[src/rtl/cpu_pkg.sv]
// Shared types and constants for the 16-bit pipeline.
// Word width, PC step, NOP/HALT encodings, fetch state, IF/ID bundle.
package cpu_pkg;

  localparam int WORD_W  = 16;
  localparam int PC_STEP = 2;

  localparam logic [WORD_W-1:0] NOP_INSTR = '0;
  localparam logic [3:0]        OPC_HALT  = 4'hF;

  typedef enum logic {
    ST_RUN  = 1'b0,
    ST_HALT = 1'b1
  } fetch_state_e;

  typedef struct packed {
    logic [WORD_W-1:0] instr;
    logic [WORD_W-1:0] pc_plus2;
    logic              valid;
  } if_id_t;

  function automatic logic [3:0] opcode(
    input logic [WORD_W-1:0] i
  );
    return i[WORD_W-1:WORD_W-4];
  endfunction

endpackage

[src/rtl/fetch_stage_if.sv]
// Instruction-memory read bus.
// master: drives pc_out, takes instr_in; slave: the memory side.
interface fetch_stage_if;
  import cpu_pkg::*;

  logic [WORD_W-1:0] pc_out;
  logic [WORD_W-1:0] instr_in;

  modport master (
    output pc_out,
    input  instr_in
  );

  modport slave (
    input  pc_out,
    output instr_in
  );

endinterface

[src/rtl/if_id_reg.sv]
// IF/ID pipeline register with load/hold/flush.
// Ports: clk, rst (async low), load, flush, d in, q out.
module if_id_reg
  import cpu_pkg::*;
(
  input  logic   clk,
  input  logic   rst,
  input  logic   load,
  input  logic   flush,
  input  if_id_t d,
  output if_id_t q
);

  if_id_t ifid_q;
  if_id_t ifid_d;

  // Flush leaves pc_plus2 alone; only the
  // instruction and valid bit mark a bubble.
  always_comb begin
    ifid_d = ifid_q;
    if (flush) begin
      ifid_d.instr = NOP_INSTR;
      ifid_d.valid = 1'b0;
    end else if (load) begin
      ifid_d = d;
    end
  end

  always_ff @(posedge clk or negedge rst) begin
    if (!rst) begin
      ifid_q.instr    <= NOP_INSTR;
      ifid_q.pc_plus2 <= '0;
      ifid_q.valid    <= 1'b0;
    end else begin
      ifid_q <= ifid_d;
    end
  end

  assign q = ifid_q;

endmodule

[src/rtl/fetch_stage.sv]
// IF stage: PC, HALT FSM, fetch counter, IF/ID register.
// Ports: clk, rst (async low), imem bus, stall, branch, IF/ID outs, status.
module fetch_stage
  import cpu_pkg::*;
#(
  parameter int          AW       = 16,
  parameter logic [AW-1:0] RESET_PC = '0
) (
  input  logic              clk,
  input  logic              rst,
  fetch_stage_if.master     imem,
  input  logic              stall,
  input  logic              branch_taken,
  input  logic [AW-1:0]     branch_target,
  output logic [WORD_W-1:0] ifid_instr,
  output logic [WORD_W-1:0] ifid_pc_plus2,
  output logic              ifid_valid,
  output logic              halted,
  output logic [WORD_W-1:0] fetch_count
);

  logic [AW-1:0]     pc_q, pc_d, pc_inc;
  fetch_state_e      st_q, st_d;
  logic [WORD_W-1:0] cnt_q, cnt_d;
  logic              load, flush;
  logic              halt_drain, run_go;
  if_id_t            ifid_in, ifid_out;

  assign pc_inc = pc_q + AW'(PC_STEP);

  assign halt_drain = !branch_taken
                    && st_q == ST_HALT
                    && !stall;
  assign run_go     = !branch_taken
                    && st_q == ST_RUN
                    && !stall;

  always_comb begin
    pc_d  = pc_q;
    st_d  = st_q;
    cnt_d = cnt_q;
    load  = 1'b0;
    flush = 1'b0;
    unique case (1'b1)
      branch_taken: begin
        pc_d  = {branch_target[AW-1:1], 1'b0};
        flush = 1'b1;
        st_d  = ST_RUN;
      end
      halt_drain: flush = 1'b1;
      run_go: begin
        load  = 1'b1;
        cnt_d = cnt_q + WORD_W'(1);
        // HALT is latched but PC parks on it.
        if (opcode(imem.instr_in) == OPC_HALT)
          st_d = ST_HALT;
        else
          pc_d = pc_inc;
      end
      default: ;
    endcase
  end

  always_ff @(posedge clk or negedge rst) begin
    if (!rst) begin
      pc_q  <= RESET_PC;
      st_q  <= ST_RUN;
      cnt_q <= '0;
    end else begin
      pc_q  <= pc_d;
      st_q  <= st_d;
      cnt_q <= cnt_d;
    end
  end

  assign ifid_in.instr    = imem.instr_in;
  assign ifid_in.pc_plus2 = WORD_W'(pc_inc);
  assign ifid_in.valid    = 1'b1;

  if_id_reg u_ifid (
    .clk   (clk),
    .rst   (rst),
    .load  (load),
    .flush (flush),
    .d     (ifid_in),
    .q     (ifid_out)
  );

  assign imem.pc_out   = WORD_W'(pc_q);
  assign ifid_instr    = ifid_out.instr;
  assign ifid_pc_plus2 = ifid_out.pc_plus2;
  assign ifid_valid    = ifid_out.valid;
  assign halted        = (st_q == ST_HALT);
  assign fetch_count   = cnt_q;

endmodule
[src/flat_wrapper.sv]
// flat-port wrapper written by rule: the top's interface ports become plain ports
module fetch_stage_flat import cpu_pkg::*;
#(
  parameter int          AW       = 16,
  parameter logic [AW-1:0] RESET_PC = '0
)
  (clk, rst, stall, branch_taken, branch_target, ifid_instr, ifid_pc_plus2, ifid_valid, halted, fetch_count, imem_pc_out, imem_instr_in);
  fetch_stage_if imem_i ();
  input  logic clk;
  input  logic rst;
  input  logic stall;
  input  logic branch_taken;
  input  logic [AW-1:0] branch_target;
  output logic [WORD_W-1:0] ifid_instr;
  output logic [WORD_W-1:0] ifid_pc_plus2;
  output logic ifid_valid;
  output logic halted;
  output logic [WORD_W-1:0] fetch_count;
  output wire logic [$bits(imem_i.pc_out)-1:0] imem_pc_out;
  input wire logic [$bits(imem_i.instr_in)-1:0] imem_instr_in;
  assign imem_pc_out = imem_i.pc_out;
  assign imem_i.instr_in = imem_instr_in;
  fetch_stage #(.AW(AW), .RESET_PC(RESET_PC)) u_core (.clk(clk), .rst(rst), .imem(imem_i), .stall(stall), .branch_taken(branch_taken), .branch_target(branch_target), .ifid_instr(ifid_instr), .ifid_pc_plus2(ifid_pc_plus2), .ifid_valid(ifid_valid), .halted(halted), .fetch_count(fetch_count));
endmodule
[config.mk]
export PLATFORM = sky130hd
export DESIGN_NAME = fetch_stage_flat
export DESIGN_NICKNAME = d
export VERILOG_FILES = /design/src/rtl/cpu_pkg.sv /design/src/rtl/fetch_stage_if.sv /design/src/rtl/if_id_reg.sv /design/src/rtl/fetch_stage.sv /design/src/flat_wrapper.sv
export SDC_FILE = /design/constraint.sdc
export NUM_CORES = 1
export LEC_CHECK = 0
export ABC_AREA = 1
export ABC_CLOCK_PERIOD_IN_PS = 1700
export BUFFER_PORTS_ARGS = -buffer_cell sky130_fd_sc_hd__buf_2
export CAP_MARGIN = 10
export CORE_UTILIZATION = 28
export CTS_BUF_LIST = sky130_fd_sc_hd__clkbuf_2 sky130_fd_sc_hd__clkbuf_4 sky130_fd_sc_hd__clkbuf_8
export DETAILED_ROUTE_END_ITERATION = 7
export MAX_ROUTING_LAYER = met4
export SLEW_MARGIN = 20
export SYNTH_ARGS = -nofsm -noshare
export SYNTH_HDL_FRONTEND = slang
export SYNTH_SLANG_ARGS = --single-unit
[constraint.sdc]
create_clock -name clk -period 1.7 [get_ports clk]
set_input_delay 0.085 -clock clk [delete_from_list [all_inputs] [get_ports clk]]
set_output_delay 0.085 -clock clk [all_outputs]
set_load 0.05 [all_outputs]
Yosys cells after proc, flatten, opt, wreduce, memory -nomap -nowiden:

Index checks and enable logic that the tools add are counted.
Widths: inputs -> output; s select.

* register bits after elaboration: 66
* output and inout port bits: 66

* bitwise logic cells: 2
* equality and inequality tests: 3
* multiplexer cells: 9
* add/sub/neg operators: 2
* reduce and logical (&&, ||, !) cells: 12

Operator list (number)
* $mux 33: 1
* $mux 16: 2
* $pmux 16 s2: 1
* $add 16x1->16 const B: 1
* $add 16x2->16 const B: 1
* $reduce_and 2->1: 3
* $eq 4x4->1 const B: 1
* $logic_and 1x1->1: 4
* $mux 1: 4
* $ne 2x2->1 const B: 2
* $reduce_bool 2->1: 2
* $logic_not 1->1: 2
* $not 1->1: 2
* $pmux 1 s2: 1
* $reduce_or 2->1: 1

Longest topological paths before layout:

Gate-level depths: netlist of run 1.

* depth after elaboration: 7
* gate-level depth with buffers: 8

By module:

Synthesis of run 1 repeated with hierarchy kept, for this count alone.

* cell total of the unflattened synthesis: 424
* area total of the unflattened synthesis: 3379.5 µm²

Modules (own cells, without submodules)
* fetch_stage: seq. area each 800.8 µm², area each 2050.7 µm², instances 1, cells an instance 280
* if_id_reg: seq. area each 825.8 µm², area each 1328.8 µm², instances 1, cells an instance 144

Worst setup path before layout of run 1:

Ideal clock, no wire load.

* kind: register to register
* start point: register u_core.cnt_q[0], in the netlist u_core.fetch_count[0]
* end point: register u_core.cnt_q[8], in the netlist u_core.fetch_count[8]
* required time: 1.558 ns
* clock period less this slack: 1.707 ns
* setup slack: -0.007 ns
* stages on the path, launching flop included: 6
* path buffers: 0
* arrival: 1.565 ns
* cell sequence: dfrtp_1 -> ha_1 -> nand3_2 -> nor3_2 -> nand3_1 -> xnor2_1

* longest elaborated chain between the ends: 1

RTL lines
* start: declaration: RTL line fetch_stage.sv:24 `logic [WORD_W-1:0] cnt_q, cnt_d;`
* start signal: assignment: RTL line fetch_stage.sv:72 `cnt_q <= cnt_d;`
* $add 16x1->16: RTL line fetch_stage.sv:53 `cnt_d = cnt_q + WORD_W'(1);`

Every way passes these cells.
A chain may end at the register's enable or synchronous reset.

Worst setup path after layout of run 1:

* start point: register u_core.st_q, in the netlist u_core.halted
* end point: register u_core.pc_q[6], in the netlist u_core.imem.pc_out[6]

* longest elaborated chain between the ends: 5
* elaborated cells on any way between the ends: 7
* those cells by class: eq/ne: 1; mux: 1; bitwise: 1; reduce/logical: 4

RTL lines
* start: declaration: RTL line fetch_stage.sv:23 `fetch_state_e st_q, st_d;`
* start signal: assignment: RTL line fetch_stage.sv:71 `st_q <= st_d;`
* $not 1->1 *: RTL line fetch_stage.sv:35 `&& st_q == ST_RUN`
* $logic_and 1x1->1 *: RTL line fetch_stage.sv:35
* $logic_and 1x1->1 *: RTL line fetch_stage.sv:36 `&& !stall;`
* $ne 2x2->1 (no line) / $reduce_bool 2->1 (equally long branches)
* $reduce_and 2->1 (no line)
* end signal: assignment: RTL line fetch_stage.sv:70 `pc_q <= pc_d;`
* end: declaration: RTL line fetch_stage.sv:22 `logic [AW-1:0] pc_q, pc_d, pc_inc;`

Every way passes the cells marked *; elsewhere a longest branch is shown, timed or not.

==> results of run 1 <==
[layer usage]
layer	track usage [%]	wire length (um)
met5	-	0
met4	6.857	155
met3	3.794	464
met2	23.76	3845
met1	20.54	4018
[synth_stat cells (all sizes together), types with 2 or more instances]
| cell | instances |
|---|---|
| a21oi | 18 |
| a22oi | 2 |
| a31oi | 3 |
| buf | 12 |
| dfrtp | 64 |
| ha | 2 |
| inv | 41 |
| mux2i | 5 |
| nand2 | 124 |
| nand3 | 23 |
| nand4 | 8 |
| nor2 | 42 |
| nor3 | 3 |
| o21ai | 26 |
| xnor2 | 4 |
| xor2 | 6 |
[power groups by stage]
stage                     Sequential, mW  Combinational (mW)  Clock (mW)
after global placement              2.01                1.70           0
after global routing                2.03                1.89        1.80
after detailed placement            2.02                1.72           0
after floorplan                     2.77               0.491           0
final                               1.99                1.74        1.67
after CTS                           1.99                1.76        1.72
[through the flow]
stage	instance area (um2)	setup slack (ns)	utilization, %
4_1_cts	4337	0.1951	39.31
3_5_place_dp	3872	0.2222	35.11
3_3_place_gp	3872	0.2914	35.11
2_1_floorplan	3231	0.01963	-
6_report	4337	0.2380	39.31
5_1_grt	4337	0.06964	39.31
[worst paths after layout]
| check | slack, ns | end | startpoint | cells past startpoint |
|---|---|---|---|---|
| setup / recovery | 0.24 | u_core.imem.pc_out[6]$_DFFE_PN0P_ | u_core.halted$_DFFE_PN0P_ | 6 |
| hold / removal | 0.03 | u_core.imem.pc_out[9]$_DFFE_PN0P_ | branch_target[9] | 3 |
| setup reg to reg | 0.24 | u_core.imem.pc_out[6]$_DFFE_PN0P_ | u_core.halted$_DFFE_PN0P_ | 6 |
| hold reg to reg | 0.47 | u_core.u_ifid.q[16]$_DFFE_PN0P_ | u_core.u_ifid.q[16]$_DFFE_PN0P_ | 2 |
| max in group asynchronous | 0.90 | u_core.u_ifid.q[26]$_DFFE_PN0P_ | rst | 3 |
| min in group asynchronous | 0.21 | u_core.u_ifid.q[3]$_DFFE_PN0P_ | rst | 2 |
[cell type report]
class                      instances  area (um2)  area share [%]
sequential                        64        1603           36.96
clock inverter                     5       102.6           2.366
tap                              140       175.2           4.039
inverter                          42       162.7           3.751
clock buffer                      11       151.4           3.491
timing repair buffer             126       765.7           17.66
multi-input combinational        274        1376           31.74
[critical path, stage by stage, from the launching register on]
cell	delay (ns)
dfrtp_1	0.44
nor2_4	0.16
nand2_4	0.17
buf_4	0.23
a21oi_1	0.10
o21ai_0	0.11
a21oi_1	0.17
[registers in the layout, indices dropped and copies added (netlist names)]
register / count
u_core.u_ifid.q: 32
u_core.fetch_count: 16
u_core.imem.pc_out: 15
u_core.halted: 1
[cells by family (layout without fill, tap and decap cells)]
family | count (synthesis) | in the layout
AO/OA/AOI/OAI | 52 | 52
XOR/XNOR | 10 | 10
adder cells (fa/ha/maj) | 2 | 2
buffers and inverters | 54 | 184
flip-flops | 64 | 64
multiplexers | 5 | 5
other | 1 | 2
AND/OR/NAND/NOR | 203 | 203
==> impl_results.md, run 1 <==
- Pin count of the biggest net entering global routing: 32
- H-tree levels: 3
- Die X: 109.3 um
- Routed WL: 8.483 mm
- Synth Flop Type: dfrtp_1
- Worst Hold Class: primary input to flop
- Synthesized area: between 0.003 and 0.004 mm2
- Drt drc: 0
- Crit path DAT: roughly 1.7 ns
- Die Span Y: 109.3 um
- Setup repair bufs after CTS: 0
- Initial core utilization: 29.24%
- Max Buffers Root-to-Sink: 2
- Max rail drop VDD: 548.0 uV
- PortBufs: 98
- Post-synthesis sequential area ratio: 49.65%
- Design Power: 5.406 mW
- Synth top area cells: dfrtp_1, nand2_1, inv_1
- Vias: 2,939
- Initial antenna violation count: 0
- Routability congestion estimate: 0.7594
- Final setup viols: 0
- Syn_area_per_cell: ~8.2 um2
- Internal power: 3.238 mW
- Final hold slack: 0.02508 ns
- Slew Limit Fails: 0
- Leakage: 2.208 nW
- Complex-gate fraction of the synthesized area: 8.650%
- Switching Share: 40.10%
- Post-synth EDFFs: 0
- Worst path required time: 1.97 ns
- Setup Skew: 0.007300 ns
- DR pass1 iterations: 4
- Clk sinks: 64
- WS Path Type: flop to flop
- CTS tree: built
- Final non-filler cell total: 662
- Synth top area share: 49.65%
- Antenna cells: 0
- Post-synth cell types: 35
- Mux cell area share after synthesis: 1.552%
- Global-route wire length before repair: 14.07 mm
- Gr usage total: 15.91%
- Synth Area in Adders: 0.7758%
- Synth Register Bits: 64
- Core area: between 0.01 and 0.015 mm2
- Post-Synth Simple-Gate Area: about 29%
- Root buf cell: clkbuf_8
- Placed Cells: 625
- Ratio of cells with drive above 1 in the final layout: 27.78%
- Fin nets: 555
- Layout fillers: approximately 1,100
- CP Launch Type: flop
- Post-DP HPWL: about 6.0 mm
- Synth Instances: 391
- I/O Pins: 102
- Area leader, netlist: dfrtp_1
- Most frequent cells in the layout: nand2_1, buf_2, dfrtp_1
- Std cell rows: 38
- Antenna Violating Nets Remaining: 0
- Max-Cap Viols: 0
- Grt ovf: 0
- Crit Path Max Fanout: 16
- CTS Buf Count: 9
- Crit end category: flop
- Fmax: 0.6840 GHz
- Async S/R FF share, synth: 100.0%
- Setup Total Neg Slack: 0 ns
- P&R area growth vs syn: 34.45%
- Post_cts resized: 0
- Main combinational cell family by area after synthesis: simple AND/OR/NAND/NOR gates
- Via density: 4.440
- Commonest non-fill, non-tap cell in the layout: nand2_1
- Fin. Hold Viols: 0
- Shortest period the worst path allows: 1.462 ns
- Final period util: 86.00%
- Clock power frac: a little under a third
- Vias in the first global route: 2,950
- YS warnings: 0
- Switching power: approximately 2.2 mW
- Power per cell area: between 1000 and 1500 mW/mm2
- CTS clock-pin slew for the worst setup and hold paths: ~0.070 ns
- Combinational share of power: between 30% and 40%
- RSZ-0062 raised after global routing: false
- Skew-Pair Late Insertion Delay: 0.35 ns
- Status: complete, no violations
- DIE AREA: 0.01195 mm2
- XOR/XNOR Fraction of Synth Area: roughly 2.7%
- DR WL/cell: 12.81 um
- DRT iter0 DRCs: 125
- Hold Buf Count CTS: 21
- Sequential Power Share: 36.8%
Note: power is estimated with default switching activity, not from simulation.
==> inputs of run 2 (changes only) <==
Settings changed: CELL_PAD_IN_SITES_DETAIL_PLACEMENT from default to 1, CELL_PAD_IN_SITES_GLOBAL_PLACEMENT from default to 1, PLACE_DENSITY_LB_ADDON from default to 0.1.
==> impl_results.md, run 2 (synthesis gave the netlist of run 1 again) <==
- Ratio of cells with drive above 1 in the final layout: 28.49% (+0.71 points)
- Max rail drop VDD: 832.0 uV (+52%)
- Top cell by count, worst path: nand2_1
- Switching Share: 43.31% (+3.2 points)
- Most frequent cells in the layout: nand2_1, buf_2, dfrtp_1
- Max layer used: met4
- Crit path DAT: 1.77 ns (+0.03 ns)
- RSZ-0062 raised after global routing: false
- Status: complete, no violations
- Fin. Hold Viols: 0 (unchanged)
- Shortest period the worst path allows: 1.508 ns (+0.04599 ns)
- Worst slack at placement: 0.2153 ns (-0.006880 ns)
- Internal power: 2.798 mW (-14%)
- Max-Cap Viols: 0 (unchanged)
- Final non-filler cell total: 663 (+0.15%)
- Die Span Y: 109.3 um (unchanged)
- Clock power frac: 24.0% (-6.9 points)
- Antenna Violating Nets Remaining: 0 (unchanged)
- Worst path required time: 1.96 ns (about the same)
- Core area: 0.01103 mm2 (unchanged)
- R2r startpoint: u_core.imem.pc_out[1]$_DFFE_PN0P_
- Gr usage total: 17.15% (+1.2 points)
- Clk sinks: 64 (unchanged)
- DR WL/cell: 14.06 um (+9.7%)
- Sequential Power Share: 40.4% (+3.6 points)
- Vias: 3,024 (+2.9%)
- P&R area growth vs syn: 32.97%
- Routed WL: 9.319 mm (+9.9%)
- DR pass1 iterations: 4 (unchanged)
- Setup Skew: 0.008776 ns (+0.001476 ns)
- Initial antenna violation count: 0 (unchanged)
- Std cell rows: 38 (unchanged)
- I/O Pins: 102 (unchanged)
- Grt ovf: 0 (unchanged)
- Crit end category: flop
- Final period util: 88.70% (+2.7 points)
- Fmax: 0.6631 GHz (-3.0%)
- Crit Path Max Fanout: 5 (-11)
- H-tree levels: 3 (unchanged)
- Post-route setup slack: 0.1920 ns (-0.04599 ns)
- Finished Core Util: 38.88% (-0.43 points)
- Critical-path cell list: ha_1 -> nand3_2 -> nor2_4 -> buf_2 -> nand2_1 -> nand2_1 -> nand3_1 -> a21oi_1
- Slew Limit Fails: 0 (unchanged)
- CP Buf/Inv Count: 1 (unchanged)
- Max FFs per register: 32 (unchanged)
- Flop2flop setup slack: 0.19 ns (-0.05 ns)
- CP max stage delay: 0.42 ns (-0.02 ns)
- CP max-delay cell: dfrtp_1
- Setup Total Neg Slack: 0 ns (unchanged)
- CTS Buf Count: 9 (unchanged)
- CP Launch Type: flop
- DRT iter0 DRCs: 64 (-49%)
- Worst Hold Class: primary input to flop
- Root buf cell: clkbuf_8
- Drt drc: 0 (unchanged)
- Leakage: 2.196 nW (-0.55%)
- Combinational share of power: 35.7% (+3.4 points)
- Final setup viols: 0 (unchanged)
- HP Start: branch_target[3]
- Antenna cells: 0 (unchanged)
- Cell family with most CP delay: simple AND/OR/NAND/NOR gates
- Die X: 109.3 um (unchanged)
- Post-DP HPWL: 6.661 mm (+11%)
- Worst setup path startpoint: u_core.imem.pc_out[1]$_DFFE_PN0P_
- Routability congestion estimate: 0.7340 (-3.3%)
- Layout fillers: 1,391 (+23%)
- PortBufs: 98 (unchanged)
- Vias in the first global route: 3,050 (+3.4%)
- DIE AREA: 0.01195 mm2 (unchanged)
- Placed Cells: 627 (+0.32%)
- Switching power: 2.138 mW (-1.4%)
- CTS tree: built
- Global-route wire length before repair: 15.11 mm (+7.4%)
- Metal2 WL: 4.288 mm (+12%)
- Pin count of the biggest net entering global routing: 37 (+16%)
- Power per cell area: 1151 mW/mm2 (-7.7%)
- Max Buffers Root-to-Sink: 2 (unchanged)
- Skew-Pair Late Insertion Delay: 0.34 ns (about the same)
- WS Path Type: flop to flop
- CTS clock-pin slew for the worst setup and hold paths: 0.07 ns (about the same)
- Routed wl met3: 373 um (-20%)
- Commonest non-fill, non-tap cell in the layout: nand2_1
- Via density: 4.561 (+2.7%)
- Initial core utilization: 29.24% (unchanged)
- Fin nets: 558 (+0.54%)
- Met1 wire length: 4.507 mm (+12%)
==> run 2: cell count changes in the layout (fill, tap and decap cells not counted), moves of 2 or more <==
cell	previous run	this run
buf_12	1	3
buf_4	6	8
bufinv_16	3	0
clkbuf_4	0	3
dlygate4sd3_1	21	19
==> run 2: layer usage <==
layer	track usage, %	vias to the layer above
li1	-	1499
met1	22.69	1448
met2	25.92	65
met3	3.320	12
met4	6.667	0
met5	-	-
==> run 2: path summary, 6_finish.rpt <==
path                                                 endpoint  cells past startpoint
setup / recovery            u_core.imem.pc_out[9]$_DFFE_PN0P_                      8
hold / removal              u_core.imem.pc_out[3]$_DFFE_PN0P_                      3
setup reg to reg            u_core.imem.pc_out[9]$_DFFE_PN0P_                      8
hold reg to reg               u_core.u_ifid.q[16]$_DFFE_PN0P_                      2
max in group asynchronous  u_core.imem.pc_out[11]$_DFFE_PN0P_                      3
min in group asynchronous   u_core.fetch_count[8]$_DFFE_PN0P_                      2
==> run 2: worst register-to-register path: stages (launching register included) <==
cell,delay [ns]
dfrtp_1,0.42
ha_1,0.22
nand3_2,0.11
nor2_4,0.16
buf_2,0.19
nand2_1,0.06
nand2_1,0.06
nand3_1,0.09
a21oi_1,0.15
==> run 2: area by class of cell <==
| class | count | area (um2) | share of cell area, % |
|---|---|---|---|
| Clock inverter | 1 | 5.005 | 0.1167 |
| Multi-Input combinational cell | 274 | 1376 | 32.09 |
| Tap cell | 140 | 175.2 | 4.084 |
| Clock buffer | 13 | 160.2 | 3.734 |
| Inverter | 42 | 162.7 | 3.792 |
| Timing Repair Buffer | 129 | 805.8 | 18.79 |
| Sequential cell | 64 | 1604 | 37.40 |
==> run 2: power groups by stage <==
| stage | Combinational, mW | Sequential [mW] | Clock [mW] |
|---|---|---|---|
| 6_report | 1.76 | 1.99 | 1.18 |
| 5_1_grt | 1.90 | 2.03 | 1.30 |
| 4_1_cts | 1.77 | 2.00 | 1.24 |
| 3_5_place_dp | 1.73 | 2.02 | 0 |
| 3_3_place_gp | 1.72 | 2.01 | 0 |
| 2_1_floorplan | 0.491 | 2.77 | 0 |
==> run 2: what timing repair did <==
item                                   4_1_cts  5_1_grt
setup endpoints to repair                    0        1
resized for setup                            0        1
endpoints found under the hold margin       82        0
hold buffers                                19        0
buffers inserted                             0        3
==> run 2: per-stage QoR <==
| step | instance area (um2) | hold slack, ns | power (mW) |
|---|---|---|---|
| floorplan | 3231 | -0.2106 | 3.265 |
| CTS | 4255 | 0.002706 | 5.007 |
| global placement | 3900 | -0.04209 | 3.725 |
| detailed placement | 3900 | -0.04556 | 3.756 |
| finish | 4289 | 0.01831 | 4.936 |
| global route | 4289 | 0.01035 | 5.232 |
